**config.mk**
```make
export PLATFORM = sky130hd
export DESIGN_NAME = emu_state_link
export DESIGN_NICKNAME = d
export VERILOG_FILES = /design/src/rtl/emu_state_link.sv
export SDC_FILE = /design/constraint.sdc
export NUM_CORES = 1
export LEC_CHECK = 0
export ABC_AREA = 1
export CORE_MARGIN = 10
export CORE_UTILIZATION = 56
export DETAILED_ROUTE_END_ITERATION = 10
export PLACE_DENSITY = 0.84
export SYNTH_ARGS = -nofsm -noshare
export SYNTH_HDL_FRONTEND = slang
export SYNTH_SLANG_ARGS = --single-unit
```
**constraint.sdc**
```tcl
create_clock -name CLK -period 2.4 [get_ports CLK]
set_input_delay 0.48 -clock CLK [delete_from_list [all_inputs] [get_ports CLK]]
set_output_delay 0.48 -clock CLK [all_outputs]
set_load 0.02 [all_outputs]
```
**src/rtl/emu_state_link.sv**
```systemverilog
// emu_state_link: UART endpoint that loads INPUTS_STATE from 2-byte requests and returns a 7-byte OUTPUTS_STATE snapshot
module emu_state_link #(
  parameter int CLKS_PER_BIT  = 434,
  parameter int SETTLE_CYCLES = 2,
  parameter int TIMEOUT_BITS  = 32
) (
  input  logic        CLK,
  input  logic        RST_N,
  input  logic        RX,
  output logic        TX,
  input  logic [51:0] OUTPUTS_STATE,
  output logic [13:0] INPUTS_STATE,
  output logic        FRAME_ERR,
  output logic        BUSY
);
  localparam int CW = $clog2(CLKS_PER_BIT);
  localparam int TO_LIM = TIMEOUT_BITS * CLKS_PER_BIT;
  localparam int TW = $clog2(TO_LIM + 1);
  localparam int SW = $clog2(SETTLE_CYCLES + 1);
  localparam logic [CW-1:0] BIT_END = CW'(CLKS_PER_BIT - 1);
  localparam logic [CW-1:0] HALF = CW'(CLKS_PER_BIT / 2 - 1);
  typedef enum logic [1:0] {IDLE, START, DATA, STOP} uart_st_t;
  uart_st_t rx_st, tx_st;
  logic rx_m, rx_s, rx_q;
  logic [CW-1:0] rx_cnt, tx_cnt;
  logic [2:0] rx_bit, tx_bit, tx_byte;
  logic [7:0] rx_sh, byte0;
  logic byte_idx, pending, tx_r;
  logic [TW-1:0] to_cnt;
  logic [SW-1:0] settle;
  logic [55:0] tx_buf;
  logic rx_tick, tx_tick, req_done, snap;
  assign rx_tick = rx_cnt == (rx_st == START ? HALF : BIT_END);
  assign tx_tick = tx_cnt == BIT_END;
  assign req_done = rx_st == STOP && rx_tick && rx_s && byte_idx;
  // a request landing this cycle restarts the settle window, so it wins over the snapshot
  assign snap = pending && !req_done && settle == SW'(SETTLE_CYCLES) && tx_st == IDLE;
  assign TX = tx_r;
  assign BUSY = pending || tx_st != IDLE;
  always_ff @(posedge CLK) begin
    if (!RST_N) begin
      {rx_q, rx_s, rx_m} <= 3'b111;
      rx_st <= IDLE;
      rx_cnt <= '0;
      rx_bit <= '0;
      rx_sh <= '0;
      byte0 <= '0;
      byte_idx <= 1'b0;
      to_cnt <= '0;
      FRAME_ERR <= 1'b0;
      INPUTS_STATE <= '0;
    end else begin
      {rx_q, rx_s, rx_m} <= {rx_s, rx_m, RX};
      FRAME_ERR <= 1'b0;
      rx_cnt <= (rx_st == IDLE || rx_tick) ? '0 : rx_cnt + CW'(1);
      to_cnt <= (rx_st == IDLE && byte_idx) ? to_cnt + TW'(1) : '0;
      case (rx_st)
        IDLE: begin
          if (rx_q && !rx_s) rx_st <= START;
          else if (byte_idx && to_cnt == TW'(TO_LIM - 1)) byte_idx <= 1'b0;
        end
        START: if (rx_tick) begin
          rx_st <= rx_s ? IDLE : DATA;
          rx_bit <= '0;
        end
        DATA: if (rx_tick) begin
          rx_sh <= {rx_s, rx_sh[7:1]};
          rx_bit <= rx_bit + 3'd1;
          if (rx_bit == 3'd7) rx_st <= STOP;
        end
        STOP: if (rx_tick) begin
          rx_st <= IDLE;
          if (!rx_s) begin
            FRAME_ERR <= 1'b1;
            byte_idx <= 1'b0;
          end else if (!byte_idx) begin
            byte0 <= rx_sh;
            byte_idx <= 1'b1;
          end else begin
            INPUTS_STATE <= {rx_sh[5:0], byte0};
            byte_idx <= 1'b0;
          end
        end
      endcase
    end
  end
  always_ff @(posedge CLK) begin
    if (!RST_N) begin
      pending <= 1'b0;
      settle <= '0;
      tx_st <= IDLE;
      tx_r <= 1'b1;
      tx_cnt <= '0;
      tx_bit <= '0;
      tx_byte <= '0;
      tx_buf <= '0;
    end else begin
      if (req_done) begin
        pending <= 1'b1;
        settle <= SW'(1);
      end else if (settle != SW'(SETTLE_CYCLES)) begin
        settle <= settle + SW'(1);
      end
      if (snap) pending <= 1'b0;
      tx_cnt <= (tx_st == IDLE || tx_tick) ? '0 : tx_cnt + CW'(1);
      case (tx_st)
        IDLE: if (snap) begin
          tx_buf <= {4'h0, OUTPUTS_STATE};
          tx_st <= START;
          tx_r <= 1'b0;
          tx_byte <= '0;
        end
        START: if (tx_tick) begin
          tx_st <= DATA;
          tx_r <= tx_buf[0];
          tx_bit <= '0;
        end
        DATA: if (tx_tick) begin
          tx_buf <= tx_buf >> 1;
          tx_bit <= tx_bit + 3'd1;
          tx_r <= tx_bit == 3'd7 ? 1'b1 : tx_buf[1];
          if (tx_bit == 3'd7) tx_st <= STOP;
        end
        STOP: if (tx_tick) begin
          tx_st <= tx_byte == 3'd6 ? IDLE : START;
          tx_r <= tx_byte == 3'd6;
          tx_byte <= tx_byte + 3'd1;
        end
      endcase
    end
  end
endmodule

```
; ---- Word level (Yosys, flattened, before mapping)
; Index checks and enable logic that the tools add are counted.
; Widths: inputs -> output; s select.
[word_totals]
word_cells = 138
in_bits = 55
ff_bits = 140
[classes]
eq_ne = 26
n_addsub = 7
n_reduce_logical = 40
n_bitwise = 2
mux = 42
[op_table]
columns = operator, n
row1 = $mux 56, 2
row2 = $pmux 56 s2, 1
row3 = $mux 2, 11
row4 = $ne 2x2->1 const B, 11
row5 = $add 9x1->9 const B, 2
row6 = $mux 3, 6
row7 = $pmux 3 s2, 3
row8 = $pmux 2 s4, 2
row9 = $reduce_and 4->1, 4
row10 = $reduce_and 3->1, 5
row11 = $add 14x1->14 const B, 1
row12 = $eq 14x14->1 const B, 1
row13 = $mux 1, 14
row14 = $reduce_bool 2->1, 7
row15 = $eq 2x2->1 const B, 5
row16 = $reduce_and 5->1, 2
row17 = $add 3x1->3 const B, 3
row18 = $eq 3x3->1 const B, 3
row19 = $eq 9x9->1, 1
row20 = $eq 9x9->1 const B, 1
row21 = $logic_and 1x1->1, 9
row22 = $mux 9, 1
row23 = $reduce_or 2->1, 4
row24 = $eq 2x1->1 const B, 2
row25 = 9 further kinds, 16

; ---- Longest topological paths before layout
[logic_depth]
ltp_word = 12
ltp_mapped = 12

; ---- Least setup slack after synthesis
; Ideal clock, no wire load.
[synth_path]
kind = flip-flop to flip-flop
from = reg tx_st[0]
to = reg tx_buf[18]
arrival_time_ns = 1.635
stages_incl_launch_ff = 10
t_required_ns = 2.329
path_slack_ns = 0.694
setup_time_ns = 0.071
cell_sequence = dfxtp_1 inv_1 ha_1 clkbuf_1 inv_2 clkbuf_1 nand2_1 nand2_1 nand3_1 a21oi_2
[synth_between]
elab_chain_len = 4
elab_cells_between_ends = 8
classes_between = 3 x eq/ne / 1 x mux / 4 x reduce/logical
[synth_rtl]
columns = item, line_no
row1 = start: declaration, 23  ; uart_st_t rx_st, tx_st;
row2 = start signal: assignment, 125  ; tx_st <= tx_byte == 3'd6 ? IDLE : START;
row3 = $logic_not 2->1, "37, 106"
row4 = $logic_and 1x1->1, 37  ; assign snap = pending && !req_done && settle == SW'(SETTLE_CYCLES) && tx_st == IDLE;
row5 = $ne 2x2->1 (no line), --
row6 = $reduce_and 3->1 (no line), --
row7 = end signal: assignment, 108  ; tx_buf <= {4'h0, OUTPUTS_STATE};
row8 = end signal: assignment, 119  ; tx_buf <= tx_buf >> 1;
row9 = end: declaration, 31  ; logic [55:0] tx_buf;
; Parallel ways exist; a longest one is shown, timed or not.
; A chain may end at the register's enable or synchronous reset.

; ---- Worst setup path in the final report
[layout_path]
from = reg tx_st[0]
to = out BUSY
[layout_between]
elab_chain_len = 2
[layout_rtl]
columns = item, line_no
row1 = $reduce_bool 2->1, 39  ; assign BUSY = pending || tx_st != IDLE;
row2 = $logic_or 1x1->1, 39
row3 = end: declaration, 14  ; output logic BUSY
; Every way passes these cells.

==> metrics.md <==
| Metric | Value |
|---|---|
| Status | `complete, no violations` |
| CP Capture Type | `primary output` |
| Reg clk slew, reported paths | `0.06 ns` |
| PortBufs | `71` |
| CP arrival | `1.76 ns` |
| Core area | `11000 um^2` |
| Via count | `5778` |
| Cell mode on critical path | `inv_1` |
| Drt wl/cell | `13.1 um` |
| Clock Skews | `0.00762 ns` |
| ANT cells | `0` |
| Mean post-synth cell area | `7.34 um^2` |
| Slew Limit Fails | `0` |
| Post-Route WL | `14.1 mm` |
| Pwr dens | `685 nW/um^2` |
| Total clock buffers created by CTS | `17` |
| Drt drc | `0` |
| Crit path cell chain | `inv_1, ha_1, inv_1, or2_2, dlygate4sd2_1` |
| Leakage | `3.01 nW` |
| Site Rows | `38` |
| Crit-path max cell delay | `0.35 ns` |
| Cell area after synthesis | `6360 um^2` |
| Final HPWL from detailed placement | `9.12 mm` |
| CTS tree | `yes` |
| Clock latency on the worst-skew pair | `0.43 ns` |
| Slew headroom | `61.4%` |
| Endpoints failing setup | `0` |
| Worst-Margin Slew | `0.579 ns` |
| Final min period | `2.24 ns` |
| Pin count of the biggest net entering global routing | `63` |
| Ranking of synthesized cells by area | `dfxtp_1 (43%), nand2_1 (16%), a21oi_2 (6.2%)` |
| Antenna violations before repair | `0` |
| Max-Cap Viols | `0` |
| # fillers | `856` |
| Synth unique cells | `39` |
| Share of the synthesized area in the top cell type | `42.8%` |
| Initial drt markers | `434` |
| Max Freq | `447 MHz` |
| Vias in the first global route | `5630` |
| Post-synthesis sequential area ratio | `42.8%` |
| Critical Path RT | `1.92 ns` |
| Post-CTS Setup Inserts | `0` |
| Nets | `999` |
| Mapped Cells | `867` |
| Ports | `72` |
| Worst setup SP type | `register` |
| Die height | `127 um` |
| Cell taking the most area after synthesis | `dfxtp_1` |
| Most common cell after layout, fill and taps aside | `nand2_1` |
| First drt pass iteration count | `5` |
| Most frequent cells in the layout | `nand2_1 (270), dfxtp_1 (136), nor2_1 (80), nand3_1 (70), clkdlybuf4s50_1 (70)` |
| First-pass GRT wire length | `24.8 mm` |
| Setup CP Type | `reg2out` |
| Area Overhead vs Synth | `22.0%` |
| Worst min path class | `reg2reg` |
| Clk sinks | `136` |
| Clk buf depth | `2` |
| Clock Root Buffer | `clkbuf_16` |
| Avg Vias per Cell | `5.35` |
| Critical path peak fanout | `5` |
| Period utilization | `93.2%` |
| Final GP Congestion | `0.802` |
| Syn nets | `938` |
| RSZ-0062 raised after global routing | `no` |
| Total grt overflow | `0` |
| CP max stage cell | `dfxtp_1` |
| Peak VDD IR | `0.000517 V` |
| Warnings, synthesis | `0` |
| Post-synthesis register bit count | `136` |
| CTS resizes | `1` |
| Final Hold Viols | `0` |
| Setup TNS Final | `0 ns` |
| Die W | `127 um` |
| # hold bufs at CTS | `0` |
| Die area | `16000 um^2` |
| Starting Density | `57.9%` |
| Worst Hold Slack | `0.421 ns` |
| Routed Antenna Nets | `0` |
| H-tree depth | `4` |
| GRT Overall Usage | `18.0%` |
| Layout cell share with drive strength beyond 1 | `12.0%` |
-- path summary, 6_finish.rpt --
path                         start                 endpoint  slack (ns)  cells after the start
max          tx_st[0]$_SDFFE_PN0P_                     BUSY        0.16                      5
max reg2reg  rx_st[0]$_SDFFE_PN0P_  tx_buf[27]$_SDFFE_PN0P_        0.33                      9
min reg2reg        rx_m$_SDFF_PN1_          rx_s$_SDFF_PN1_        0.42                      1
min                rx_m$_SDFF_PN1_          rx_s$_SDFF_PN1_        0.42                      1
-- per-layer routing --
metal / wire, um / track usage [%]
met5: 0 / 0
met4: 214 / 6.63
met3: 860 / 5.87
met2: 6760 / 30.3
met1: 6310 / 20.9
-- area by class of cell --
cell class | count | area, um^2 | share of cell area, %
multi-input combinational | 632 | 3190 | 41.1
sequential | 136 | 2720 | 35.1
timing repair buffer | 84 | 832 | 10.7
clock buffer | 20 | 457 | 5.88
inverter | 57 | 214 | 2.76
tap | 140 | 175 | 2.26
clock inverter | 12 | 173 | 2.22
-- through the flow --
stage / cells / worst slack [ns] / total power [mW] / cell area (um^2) / util (%)
6_report: 1081 / 0.163 / 5.32 / 7760 / 70.7
5_1_grt: 1081 / 0.0406 / 5.48 / 7760 / 70.7
4_1_cts: 1081 / 0.137 / 5.35 / 7760 / 70.7
3_5_place_dp: 1049 / 0.350 / 2.58 / 7140 / 65.0
3_3_place_gp: 1049 / 0.427 / 2.58 / 7140 / 65.0
2_1_floorplan: 867 / 0.694 / 2.46 / 6360 / -
-- logic make-up (layout without fill, tap and decap cells) --
family	Yosys count	after routing	synth area share (%)
simple gates	458	458	30.7
compound gates	150	150	15.2
flops	136	136	42.8
buf+inv	99	173	7.08
fa+ha+maj	16	16	3.15
xor+xnor	8	8	1.10
-- worst max-delay path, delay by kind of cell, from the launching register on --
family | cells | cell delay, ns
buf+inv | 3 | 0.53
fa+ha+maj | 1 | 0.19
simple gates | 1 | 0.27
flops | 1 | 0.35
-- sequential cells by signal, indices dropped and copies added, names as in the netlist, named ones only --
signal        count
INPUTS_STATE     14
tx_st             2
tx_cnt            9
rx_bit            3
byte_idx          1
rx_m              1
rx_cnt            9
byte0             8
tx_bit            3
tx_buf           52
settle            2
rx_st             1
TX                1
rx_sh             8
tx_byte           3
FRAME_ERR         1
rx_q              1
pending           1
rx_s              1
to_cnt           14
-- synthesized netlist by cell type, drive strengths merged --
cell and instances:
nand2 274, dfxtp 136, a21oi 96, nor2 83, nand3 71, inv 57
o21ai 43, clkbuf 23, buf 19, ha 16, nor3 13, nand4 8
xor2 6, a31oi 4, or2 4, nor4 3, a211oi 2, nor3b 2
o211ai 2, xnor2 2, a311oi 1, o21a 1, o31ai 1
-- where the power goes --
part	total [mW]	switching [mW]	internal (mW)
logic	0.243	0.113	0.130
registers	2.29	0.0131	2.28
clock network	2.79	0.998	1.79
(Power assumes the default switching activity.)
